File: config.mk
export PLATFORM = sky130hd
export DESIGN_NAME = fetch_sequencer_flat
export DESIGN_NICKNAME = d
export VERILOG_FILES = /design/src/rtl/fetch_sequencer_if.sv /design/src/rtl/fetch_sequencer.sv /design/src/flat_wrapper.sv
export SDC_FILE = /design/constraint.sdc
export NUM_CORES = 1
export LEC_CHECK = 0
export CAP_MARGIN = 40
export CORE_MARGIN = 2
export CORE_UTILIZATION = 41
export DETAILED_ROUTE_END_ITERATION = 12
export PLACE_DENSITY = 0.76
export SYNTH_ARGS = -nofsm -noshare
export SYNTH_HDL_FRONTEND = slang
export SYNTH_SLANG_ARGS = --single-unit
File: constraint.sdc
create_clock -name clk -period 1.9 [get_ports clk]
set_input_delay 0.38 -clock clk [delete_from_list [all_inputs] [get_ports clk]]
set_output_delay 0.38 -clock clk [all_outputs]
set_load 0.01 [all_outputs]
File: src/rtl/fetch_sequencer_if.sv
`default_nettype none
// ============================================================================
// Module      : fetch_sequencer_if
// Description : Instruction-memory request/ack bus between the sequencer
//               (master) and the instruction memory (slave).
//                 req   - fetch request, held until ack
//                 addr  - word address of the requested instruction
//                 ack   - memory accepts and returns data this cycle
//                 rdata - instruction word, valid with ack
// Revision    : 1.0 - initial release
// ============================================================================
interface fetch_sequencer_if #(
  parameter int ADDR_W = 32,
  parameter int DATA_W = 32
);
  logic              req;
  logic [ADDR_W-1:0] addr;
  logic              ack;
  logic [DATA_W-1:0] rdata;

  modport master (output req, output addr, input ack, input rdata);
  modport slave  (input req, input addr, output ack, output rdata);
endinterface
`default_nettype wire

File: src/rtl/fetch_sequencer.sv
`default_nettype none
// ============================================================================
// Module      : fetch_sequencer
// Description : Multi-cycle instruction sequencer for the KGPRisc core.
//               Owns the PC and steps IDLE -> FETCH -> DECODE -> EXEC ->
//               UPDATE -> FETCH ..., or into HALT on a halting instruction.
//               Optional fetch watchdog enabled by defining FETCH_TIMEOUT_EN.
// Ports       : clk, reset      - clock, synchronous active-high reset
//               run             - leave IDLE and start fetching
//               imem (master)   - instruction memory req/addr/ack/rdata
//               instr           - latched instruction word
//               instr_valid     - one-cycle pulse, instr ready for decode
//               ex_done         - execute finished current instruction
//               branch_taken    - with ex_done: load branch_target
//               branch_target   - next PC when branch_taken
//               halt            - with ex_done: stop after this instruction
//               pc              - current PC
//               halted          - sequencer is in HALT
//               fetch_err       - watchdog fired (sticky), 0 when disabled
// Revision    : 1.0 - initial release
// ============================================================================
module fetch_sequencer #(
  parameter int              ADDR_W      = 32,
  parameter int              DATA_W      = 32,
  parameter logic [ADDR_W-1:0] RESET_VEC = '0,
  parameter int              TIMEOUT_CYC = 15
) (
  input  wire logic              clk,
  input  wire logic              reset,
  input  wire logic              run,
  fetch_sequencer_if.master      imem,
  output logic [DATA_W-1:0]      instr,
  output logic                   instr_valid,
  input  wire logic              ex_done,
  input  wire logic              branch_taken,
  input  wire logic [ADDR_W-1:0] branch_target,
  input  wire logic              halt,
  output logic [ADDR_W-1:0]      pc,
  output logic                   halted,
  output logic                   fetch_err
);

  typedef enum logic [2:0] {
    S_IDLE   = 3'd0,
    S_FETCH  = 3'd1,
    S_DECODE = 3'd2,
    S_EXEC   = 3'd3,
    S_UPDATE = 3'd4,
    S_HALT   = 3'd5
  } state_t;

  localparam logic [ADDR_W-1:0] c_PC_ONE = {{(ADDR_W-1){1'b0}}, 1'b1};

  state_t            r_state;
  state_t            w_state_nxt;
  logic [ADDR_W-1:0] r_pc;
  logic [DATA_W-1:0] r_instr;
  logic              r_br_taken;
  logic [ADDR_W-1:0] r_br_target;
  logic              r_halt;
  logic              w_to_expire;   // watchdog limit reached without ack

  // --------------------------------------------------------------------------
  // State register
  // --------------------------------------------------------------------------
  always_ff @(posedge clk) begin
    if (reset) begin
      r_state <= S_IDLE;
    end else begin
      r_state <= w_state_nxt;
    end
  end

  // --------------------------------------------------------------------------
  // Next-state logic
  // --------------------------------------------------------------------------
  always_comb begin
    w_state_nxt = r_state;
    case (r_state)
      S_IDLE:   if (run) w_state_nxt = S_FETCH;
      // An ack on the watchdog limit cycle wins over the timeout.
      S_FETCH: begin
        if (imem.ack)         w_state_nxt = S_DECODE;
        else if (w_to_expire) w_state_nxt = S_HALT;
      end
      S_DECODE: w_state_nxt = S_EXEC;
      S_EXEC:   if (ex_done) w_state_nxt = S_UPDATE;
      S_UPDATE: w_state_nxt = r_halt ? S_HALT : S_FETCH;
      S_HALT:   w_state_nxt = S_HALT;
      default:  w_state_nxt = S_IDLE;
    endcase
  end

  // --------------------------------------------------------------------------
  // Datapath: instruction latch, execute result capture, PC update
  // --------------------------------------------------------------------------
  always_ff @(posedge clk) begin
    if (reset) begin
      r_pc        <= RESET_VEC;
      r_instr     <= '0;
      r_br_taken  <= 1'b0;
      r_br_target <= '0;
      r_halt      <= 1'b0;
    end else begin
      if (r_state == S_FETCH && imem.ack) begin
        r_instr <= imem.rdata;
      end
      // Branch/halt inputs are only meaningful alongside ex_done in EXEC,
      // so they are captured here and consumed in UPDATE.
      if (r_state == S_EXEC && ex_done) begin
        r_br_taken  <= branch_taken;
        r_br_target <= branch_target;
        r_halt      <= halt;
      end
      if (r_state == S_UPDATE) begin
        r_pc <= r_br_taken ? r_br_target : r_pc + c_PC_ONE;
      end
    end
  end

  // --------------------------------------------------------------------------
  // Fetch watchdog
  // --------------------------------------------------------------------------
`ifdef FETCH_TIMEOUT_EN
  localparam int c_CNT_W = (TIMEOUT_CYC < 2) ? 1 : $clog2(TIMEOUT_CYC + 1);

  logic [c_CNT_W-1:0] r_to_cnt;   // FETCH cycles so far without ack
  logic               r_fetch_err;

  assign w_to_expire = (r_state == S_FETCH) && !imem.ack &&
                       (r_to_cnt == c_CNT_W'(TIMEOUT_CYC - 1));

  always_ff @(posedge clk) begin
    if (reset) begin
      r_to_cnt    <= '0;
      r_fetch_err <= 1'b0;
    end else begin
      if (w_state_nxt == S_FETCH && r_state != S_FETCH) begin
        r_to_cnt <= '0;
      end else if (r_state == S_FETCH && !imem.ack) begin
        r_to_cnt <= r_to_cnt + c_CNT_W'(1);
      end
      if (w_to_expire) begin
        r_fetch_err <= 1'b1;
      end
    end
  end

  assign fetch_err = r_fetch_err;
`else
  assign w_to_expire = 1'b0;
  assign fetch_err   = 1'b0;
`endif

  // --------------------------------------------------------------------------
  // Outputs: registers or decodes of the state register only
  // --------------------------------------------------------------------------
  assign imem.req    = (r_state == S_FETCH);
  assign imem.addr   = r_pc;
  assign instr       = r_instr;
  assign instr_valid = (r_state == S_DECODE);
  assign pc          = r_pc;
  assign halted      = (r_state == S_HALT);

endmodule
`default_nettype wire

File: src/flat_wrapper.sv
// flat-port wrapper written by rule: the top's interface ports become plain ports
module fetch_sequencer_flat 
#(
  parameter int              ADDR_W      = 32,
  parameter int              DATA_W      = 32,
  parameter logic [ADDR_W-1:0] RESET_VEC = '0,
  parameter int              TIMEOUT_CYC = 15
)
  (clk, reset, run, instr, instr_valid, ex_done, branch_taken, branch_target, halt, pc, halted, fetch_err, imem_req, imem_addr, imem_ack, imem_rdata);
  fetch_sequencer_if #(.ADDR_W(ADDR_W), .DATA_W(DATA_W)) imem_i ();
  input  wire logic clk;
  input  wire logic reset;
  input  wire logic run;
  output logic [DATA_W-1:0] instr;
  output logic instr_valid;
  input  wire logic ex_done;
  input  wire logic branch_taken;
  input  wire logic [ADDR_W-1:0] branch_target;
  input  wire logic halt;
  output logic [ADDR_W-1:0] pc;
  output logic halted;
  output logic fetch_err;
  output wire logic [$bits(imem_i.req)-1:0] imem_req;
  output wire logic [$bits(imem_i.addr)-1:0] imem_addr;
  input wire logic [$bits(imem_i.ack)-1:0] imem_ack;
  input wire logic [$bits(imem_i.rdata)-1:0] imem_rdata;
  assign imem_req = imem_i.req;
  assign imem_addr = imem_i.addr;
  assign imem_i.ack = imem_ack;
  assign imem_i.rdata = imem_rdata;
  fetch_sequencer #(.ADDR_W(ADDR_W), .DATA_W(DATA_W), .RESET_VEC(RESET_VEC), .TIMEOUT_CYC(TIMEOUT_CYC)) u_core (.clk(clk), .reset(reset), .run(run), .imem(imem_i), .instr(instr), .instr_valid(instr_valid), .ex_done(ex_done), .branch_taken(branch_taken), .branch_target(branch_target), .halt(halt), .pc(pc), .halted(halted), .fetch_err(fetch_err));
endmodule
==> key figures, run 1 <==
Route
  • Vias/cell: 5.45
  • Total number of vias: 5031
  • ANT nets after route: 0
  • Iter 0 DRT Violations: 359
  • First-pass iteration count of the detailed router: 5
  • WL final: 14.5 mm
  • Average routed wire per standard cell: 15.7 µm
  • DR DRC count: 0

GRT
  • Total gr overflow: 0
  • Vias in the first global route: 4800
  • Initial antenna violation count: 0
  • Largest net degree at the start of global routing: 75
  • GRT Overall Usage: 22.2%
  • First-pass GRT wire length: 23.3 mm

Worst setup path
  • Critical path arrival: 2.08 ns
  • Startpoint types: register
  • Critical path class: register to register
  • Worst Path Required: 2.14 ns
  • CP max stage delay: 0.45 ns
  • Slowest cell on crit path: dfxtp_1
  • Reg2reg setup slack: 0.06 ns
  • Crit path cell chain: and3_1 > nand4_1 > nor3_1 > o21ai_0 > a221oi_1
  • Critical Path End Type: register
  • R2r startpoint: u_core.imem.addr[2]
  • Crit path max fanout: 6
  • Worst R2R End: u_core.imem.addr[19]
  • R2R cell count: 5

Power and ir drop
  • Static leakage: 2.45 nW
  • Comb pwr share: 15.1%
  • Net Sw Frac: 24.7%
  • P_sw: 1.25 mW
  • Clock power frac: 40.0%
  • Power Internal: 3.82 mW
  • Max VDD drop: 0.479 mV
  • Flop pwr share: 44.8%
  • PwrDens: 724 nW/µm²

CTS
  • Clock-pin slew on the worst setup and hold paths: 0.08 ns
  • CTS Buf Count: 9
  • TritonCTS clock tree: built
  • Clock Tree Root: clkbuf_16
  • H-Tree Depth: 3
  • CTS Sinks: 101
  • Worst-Skew Late Latency: 0.34 ns
  • CTS max path bufs: 2
  • CTS Hold Bufs: 0

Timing
  • Max-slew violations: 0
  • Period utilization: 97.1%
  • Final WS setup: 0.0552 ns
  • Fmax: 0.542 GHz
  • Tmin final: 1.84 ns
  • Worst slew pin tran: 0.766 ns
  • Setup-failing EPs final: 0
  • Max_slew headroom: 48.9%
  • Final Skew: 0.0111 ns
  • Fin. Hold Viols: 0

Floorplan
  • Die height: 112 µm
  • IO Count: 171
  • Die area: 12600 µm²
  • Initial Util: 42.2%
  • Num rows: 39
  • Die extent in x: 112 µm
  • Core ar.: 11400 µm²

Final layout
  • Post-route cell area: 7010 µm²
  • Share of cells above drive strength 1: 11.5%
  • Cell Count, Final, Fillers Out: 923
  • Fill count: 1019
  • Area growth from synthesis to layout: 45.5%
  • # diodes: 0
  • Final Util: 61.4%
  • Nets@finish: 847

Min path
  • Hold Path Stages: 2
  • Hold endpoint: u_core.r_br_target[22]
  • Hold wc startpoint: reset
  • Hold Path Class: input port to register

Placement
  • Placed insts: 904
  • Gpl congestion: 0.838
  • DP Wirelength: 10.4 mm
  • Dpl ws: 0.00891 ns
  • Input/output buffers: 169
  • Area of placed instances: 6630 µm²

Yosys
  • Syn nets: 699
  • Register area share after synthesis: 42.0%
  • Ys async rst share: 0%
  • Post-synth cell types: 55
  • Main synth FF type: dfxtp_1
  • Synthesized area: 4820 µm²
  • Yosys warns: 0
  • Syn Area/Cell: 7.68 µm²
  • Yosys reg bits: 101
  • Number of synthesized flops with an enable pin: 0
  • Synth Instances: 627

Job
  • Max-cap violation count: 0

Run status
  • Run status: finished clean
synth_stat cells, drive strengths merged, types with 4 or more instances:
master / instances / area share, %
nand4: 13 / 1.7
o21ai: 15 / 1.6
nand2b: 5 / 0.65
buf: 41 / 6.1
mux2i: 10 / 2.1
a211oi: 4 / 0.62
and2: 6 / 0.78
nor2: 24 / 1.9
a31oi: 7 / 0.91
or4: 4 / 0.65
a221oi: 5 / 0.91
nor3: 14 / 1.5
o211ai: 5 / 0.78
nand3: 12 / 1.4
inv: 6 / 0.47
a32o: 4 / 0.83
nor4: 6 / 0.91
clkbuf: 35 / 2.7
and3: 12 / 1.6
dfxtp: 101 / 42
nand2: 161 / 13
a21oi: 90 / 9.4
per-layer routing:
layer / routed length (µm) / vias up / part of all wire, % / track usage [%]
met1: 5930 / 2316 / 41 / 28.0
met4: 271 / 0 / 1.9 / 7.64
met3: 1320 / 25 / 9.1 / 6.59
met2: 6980 / 236 / 48 / 36.3
met5: 0 / - / 0 / 0
li1: - / 2454 / - / -
state kept, by name, summed over array words and instances (netlist names):
register and count:
u_core.imem.addr 32, u_core.r_halt 1, u_core.r_br_taken 1, u_core.instr 32
u_core.r_state 3, u_core.r_br_target 32
power by group through the flow:
stage               combinational [mW]  sequential, mW  clock (mW)
floorplan                        0.296            2.36           0
global placement                 0.753            2.31           0
finish                           0.768            2.27        2.03
CTS                              0.769            2.27        2.05
global route                     0.830            2.28        2.14
detailed placement               0.769            2.32           0
cells in the final DEF, fill, tap and decap left out, drive strengths merged, types with 4 or more instances in the layout:
cell	netlist	routed
dfxtp	101	101
a21oi	90	90
clkdlybuf4s50	0	165
mux2i	10	10
or3	3	4
o21ai	15	15
nor4	6	6
or4	4	4
nor3	14	14
o211ai	5	5
a221oi	5	5
inv	6	10
and3	12	12
nand2b	5	5
a32o	4	4
and2	6	6
a211oi	4	4
nand4	13	13
clkbuf	35	9
a31oi	7	7
nor2	24	24
nand3	12	12
nand2	161	161
buf	41	44
worst max path at each step:
stage	startpoint	to	cells past startpoint
final	u_core.imem.addr[2]	u_core.imem.addr[19]	5
after CTS	u_core.imem.addr[1]	u_core.imem.addr[8]	6
after global routing	u_core.imem.addr[17]	u_core.imem.addr[22]	6
after detailed placement	u_core.imem.addr[1]	u_core.imem.addr[24]	6
after global placement	u_core.imem.addr[0]	u_core.imem.addr[22]	6
after floorplan	u_core.imem.addr[0]	u_core.imem.addr[22]	6
through the flow:
step / setup TNS (ns) / hold slack (ns) / total power [mW]
after floorplan: -0.0113 / 0.431 / 2.65
after global placement: 0 / 0.439 / 3.07
after detailed placement: 0 / 0.441 / 3.09
after CTS: -0.00236 / 0.409 / 5.09
after global routing: -0.0309 / 0.433 / 5.25
final: 0 / 0.425 / 5.07
logic make-up after synthesis:
kind of cell,after synthesis,share of synthesized area [%]
fa+ha+maj,1,0.260
other cells,1,0.0778
simple gates,278,27.0
flops,101,42.0
compound gates,151,18.7
mux,13,2.78
buf+inv,82,9.25
layout make-up:
cell class / count / area [µm²] / share of cell area, %
clock buffer: 9 / 225 / 3.21
clock inverter: 7 / 104 / 1.48
inverter: 6 / 22.5 / 0.321
multi-input combinational: 445 / 2410 / 34.3
sequential: 101 / 2030 / 28.9
tap: 143 / 179 / 2.55
timing repair buffer: 212 / 2050 / 29.2
critical path, delay by kind of cell, from the launching register on:
family / cells / cell delay (ns)
flops: 1 / 0.45
compound gates: 2 / 0.50
simple gates: 3 / 0.81
repair_timing:
action                     CTS  global route
buffers inserted             0             2
resized for setup            4            11
pin swaps                    1             2
setup endpoints to repair    5            18
cloned                       0             1
(Power assumes the default switching activity.)
==> run 2: changes to the inputs <==
--- a/config.mk
+++ b/config.mk
@@ -10,6 +10,7 @@
 export CORE_UTILIZATION = 41
 export DETAILED_ROUTE_END_ITERATION = 12
 export PLACE_DENSITY = 0.76
+export SLEW_MARGIN = 20
 export SYNTH_ARGS = -nofsm -noshare
 export SYNTH_HDL_FRONTEND = slang
 export SYNTH_SLANG_ARGS = --single-unit
==> results of run 2 <==
Same layout as run 1: the final DEF is identical, and so are final timing and power.
==> run 3: changes to the inputs <==
==> constraint.sdc (replaced) <==
create_clock -name clk -period 1.9 [get_ports clk]
set_input_delay 0.19 -clock clk [delete_from_list [all_inputs] [get_ports clk]]
set_output_delay 0.19 -clock clk [all_outputs]
set_load 0.01 [all_outputs]
==> run 3 against run 2 <==
- sequential share of layout area increased by 0.22 points
- combinational power rose by 1%
- non-clock buffer count rose by 3
- die area unchanged
- clock skew is 0.0017 ns lower
- global-route usage about the same
==> key figures, run 3 (synthesized netlist as in run 1, its figures left out) <==
Route
  • WL final: 14.2 mm
  • ANT nets after route: 0
  • Vias/cell: 5.39
  • Total number of vias: 4987
  • First-pass iteration count of the detailed router: 5
  • Average routed wire per standard cell: 15.4 µm
  • DR DRC count: 0
  • Iter 0 DRT Violations: 362

Job
  • Max-cap violation count: 0

GRT
  • GR Layer Usage met2: 36.9%
  • Initial antenna violation count: 0
  • Global Route met1 Usage: 28.1%
  • Vias in the first global route: 4755
  • GRT Overall Usage: 22.2%
  • GR peak layer: met2
  • Total gr overflow: 0
  • Largest net degree at the start of global routing: 41
  • Met3 Use GR: 6.80%
  • First-pass GRT wire length: 23.1 mm

Worst setup path
  • Critical path class: register to register
  • Critical path arrival: 2.05 ns
  • CP max stage delay: 0.43 ns
  • Crit path max fanout: 11
  • Slowest cell on crit path: or3_4
  • Kind of cell adding the most delay to the critical path: simple AND/OR/NAND/NOR gates
  • Crit path cell chain: nand4_1 > or3_4 > nor3_1 > o21ai_0 > a32o_1
  • Startpoint types: register
  • WP buf/inv: 0
  • Critical Path End Type: register
  • Worst Path Required: 2.14 ns

Run status
  • Run status: finished clean

CTS
  • CTS Sinks: 101
  • CTS max path bufs: 2
  • Worst-Skew Late Latency: 0.34 ns
  • Clock-pin slew on the worst setup and hold paths: 0.08 ns
  • TritonCTS clock tree: built
  • CTS Buf Count: 9
  • CTS Hold Bufs: 0
  • Clock Tree Root: clkbuf_16
  • H-Tree Depth: 3

Floorplan
  • Num rows: 39
  • Core ar.: 11400 µm²
  • Initial Util: 42.2%
  • IO Count: 171
  • Die area: 12600 µm²
  • Die height: 112 µm
  • Die extent in x: 112 µm

Final layout
  • Storage element area: 2020 µm²
  • Share of cells above drive strength 1: 10.9%
  • Fill count: 1036
  • Nets@finish: 849
  • Most frequent cells in the layout: clkdlybuf4s50_1, nand2_1, dfxtp_1, a21oi_1, buf_4
  • Area growth from synthesis to layout: 44.2%
  • # diodes: 0
  • Cell Count, Final, Fillers Out: 925
  • Most common cell after layout, fill and taps aside: clkdlybuf4s50_1
  • Multi-input logic area: 2370 µm²

Power and ir drop
  • PwrDens: 700 nW/µm²
  • Max VDD drop: 0.593 mV
  • Static leakage: 2.43 nW
  • Flop pwr share: 46.6%
  • Comb pwr share: 15.9%
  • Power Internal: 3.57 mW
  • P_sw: 1.29 mW
  • Net Sw Frac: 26.5%
  • Clock power frac: 37.5%

Timing
  • Unrepaired setup endpoints after global routing: false
  • Max-slew violations: 0
  • Fin. Hold Viols: 0
  • Worst slew pin tran: 0.657 ns
  • Max_slew headroom: 56.2%
  • Fin Setup TNS: 0 ns
  • Final Skew: 0.00948 ns
  • Setup-failing EPs final: 0
  • Fmax: 0.550 GHz
  • Period utilization: 95.6%
  • Tmin final: 1.82 ns

Placement
  • Input/output buffers: 169
  • Placed insts: 908
  • Gpl congestion: 0.884
  • DP Wirelength: 10.7 mm

Min path
  • Hold Path Class: input port to register
## run 3: power by group through the flow
stage	Combinational, mW	Clock (mW)	Sequential, mW
detailed placement	0.776	0	2.31
global placement	0.761	0	2.31
CTS	0.780	1.85	2.26
global route	0.839	1.97	2.28
finish	0.776	1.82	2.26
floorplan	0.296	0	2.36
## run 3: routing by layer
metal / up-vias / wire length [µm]
met4: 0 / 236
met3: 25 / 1200
met5: - / 0
met2: 202 / 6870
met1: 2311 / 5940
li1: 2449 / -
## run 3: final cells by class
class,count,area share [%]
flip-flops and latches,101,29.1
clock inverters,7,1.04
inverters,6,0.324
clock buffers,9,3.24
repair buffers,215,29.5
multi-input cells,444,34.2
well taps,143,2.58
## run 3: worst paths after layout
kind                               end  slack, ns                 start  cells past startpoint
hold / removal    u_core.imem.addr[21]       0.23                 reset                      3
setup reg to reg  u_core.imem.addr[17]       0.08  u_core.imem.addr[13]                      5
setup / recovery  u_core.imem.addr[17]       0.08  u_core.imem.addr[13]                      5
hold reg to reg       u_core.instr[26]       0.46      u_core.instr[26]                      2
## run 3: worst min-delay path, stage by stage
cell and delay, ns:
buf_2 0.09, or2_2 0.15, o22ai_1 0.09
## run 3: per-stage QoR
step                utilization, %  setup slack, ns  hold WS, ns  instance area (µm²)  power, mW
floorplan                        -         -0.00810        0.326                 4830       2.65
global placement              58.1            0.163        0.441                 6630       3.07
detailed placement            58.1           0.0974        0.448                 6630       3.09
CTS                           60.7          0.00848        0.225                 6930       4.89
global route                  60.8          0.00787        0.261                 6950       5.08
finish                        60.8           0.0834        0.230                 6950       4.86
## run 3: what timing repair did
item / CTS / global route
buffers inserted: 0 / 1
endpoints found under the setup margin: 1 / 9
endpoints found under the hold margin: 0 / 0
gates resized for setup: 1 / 3
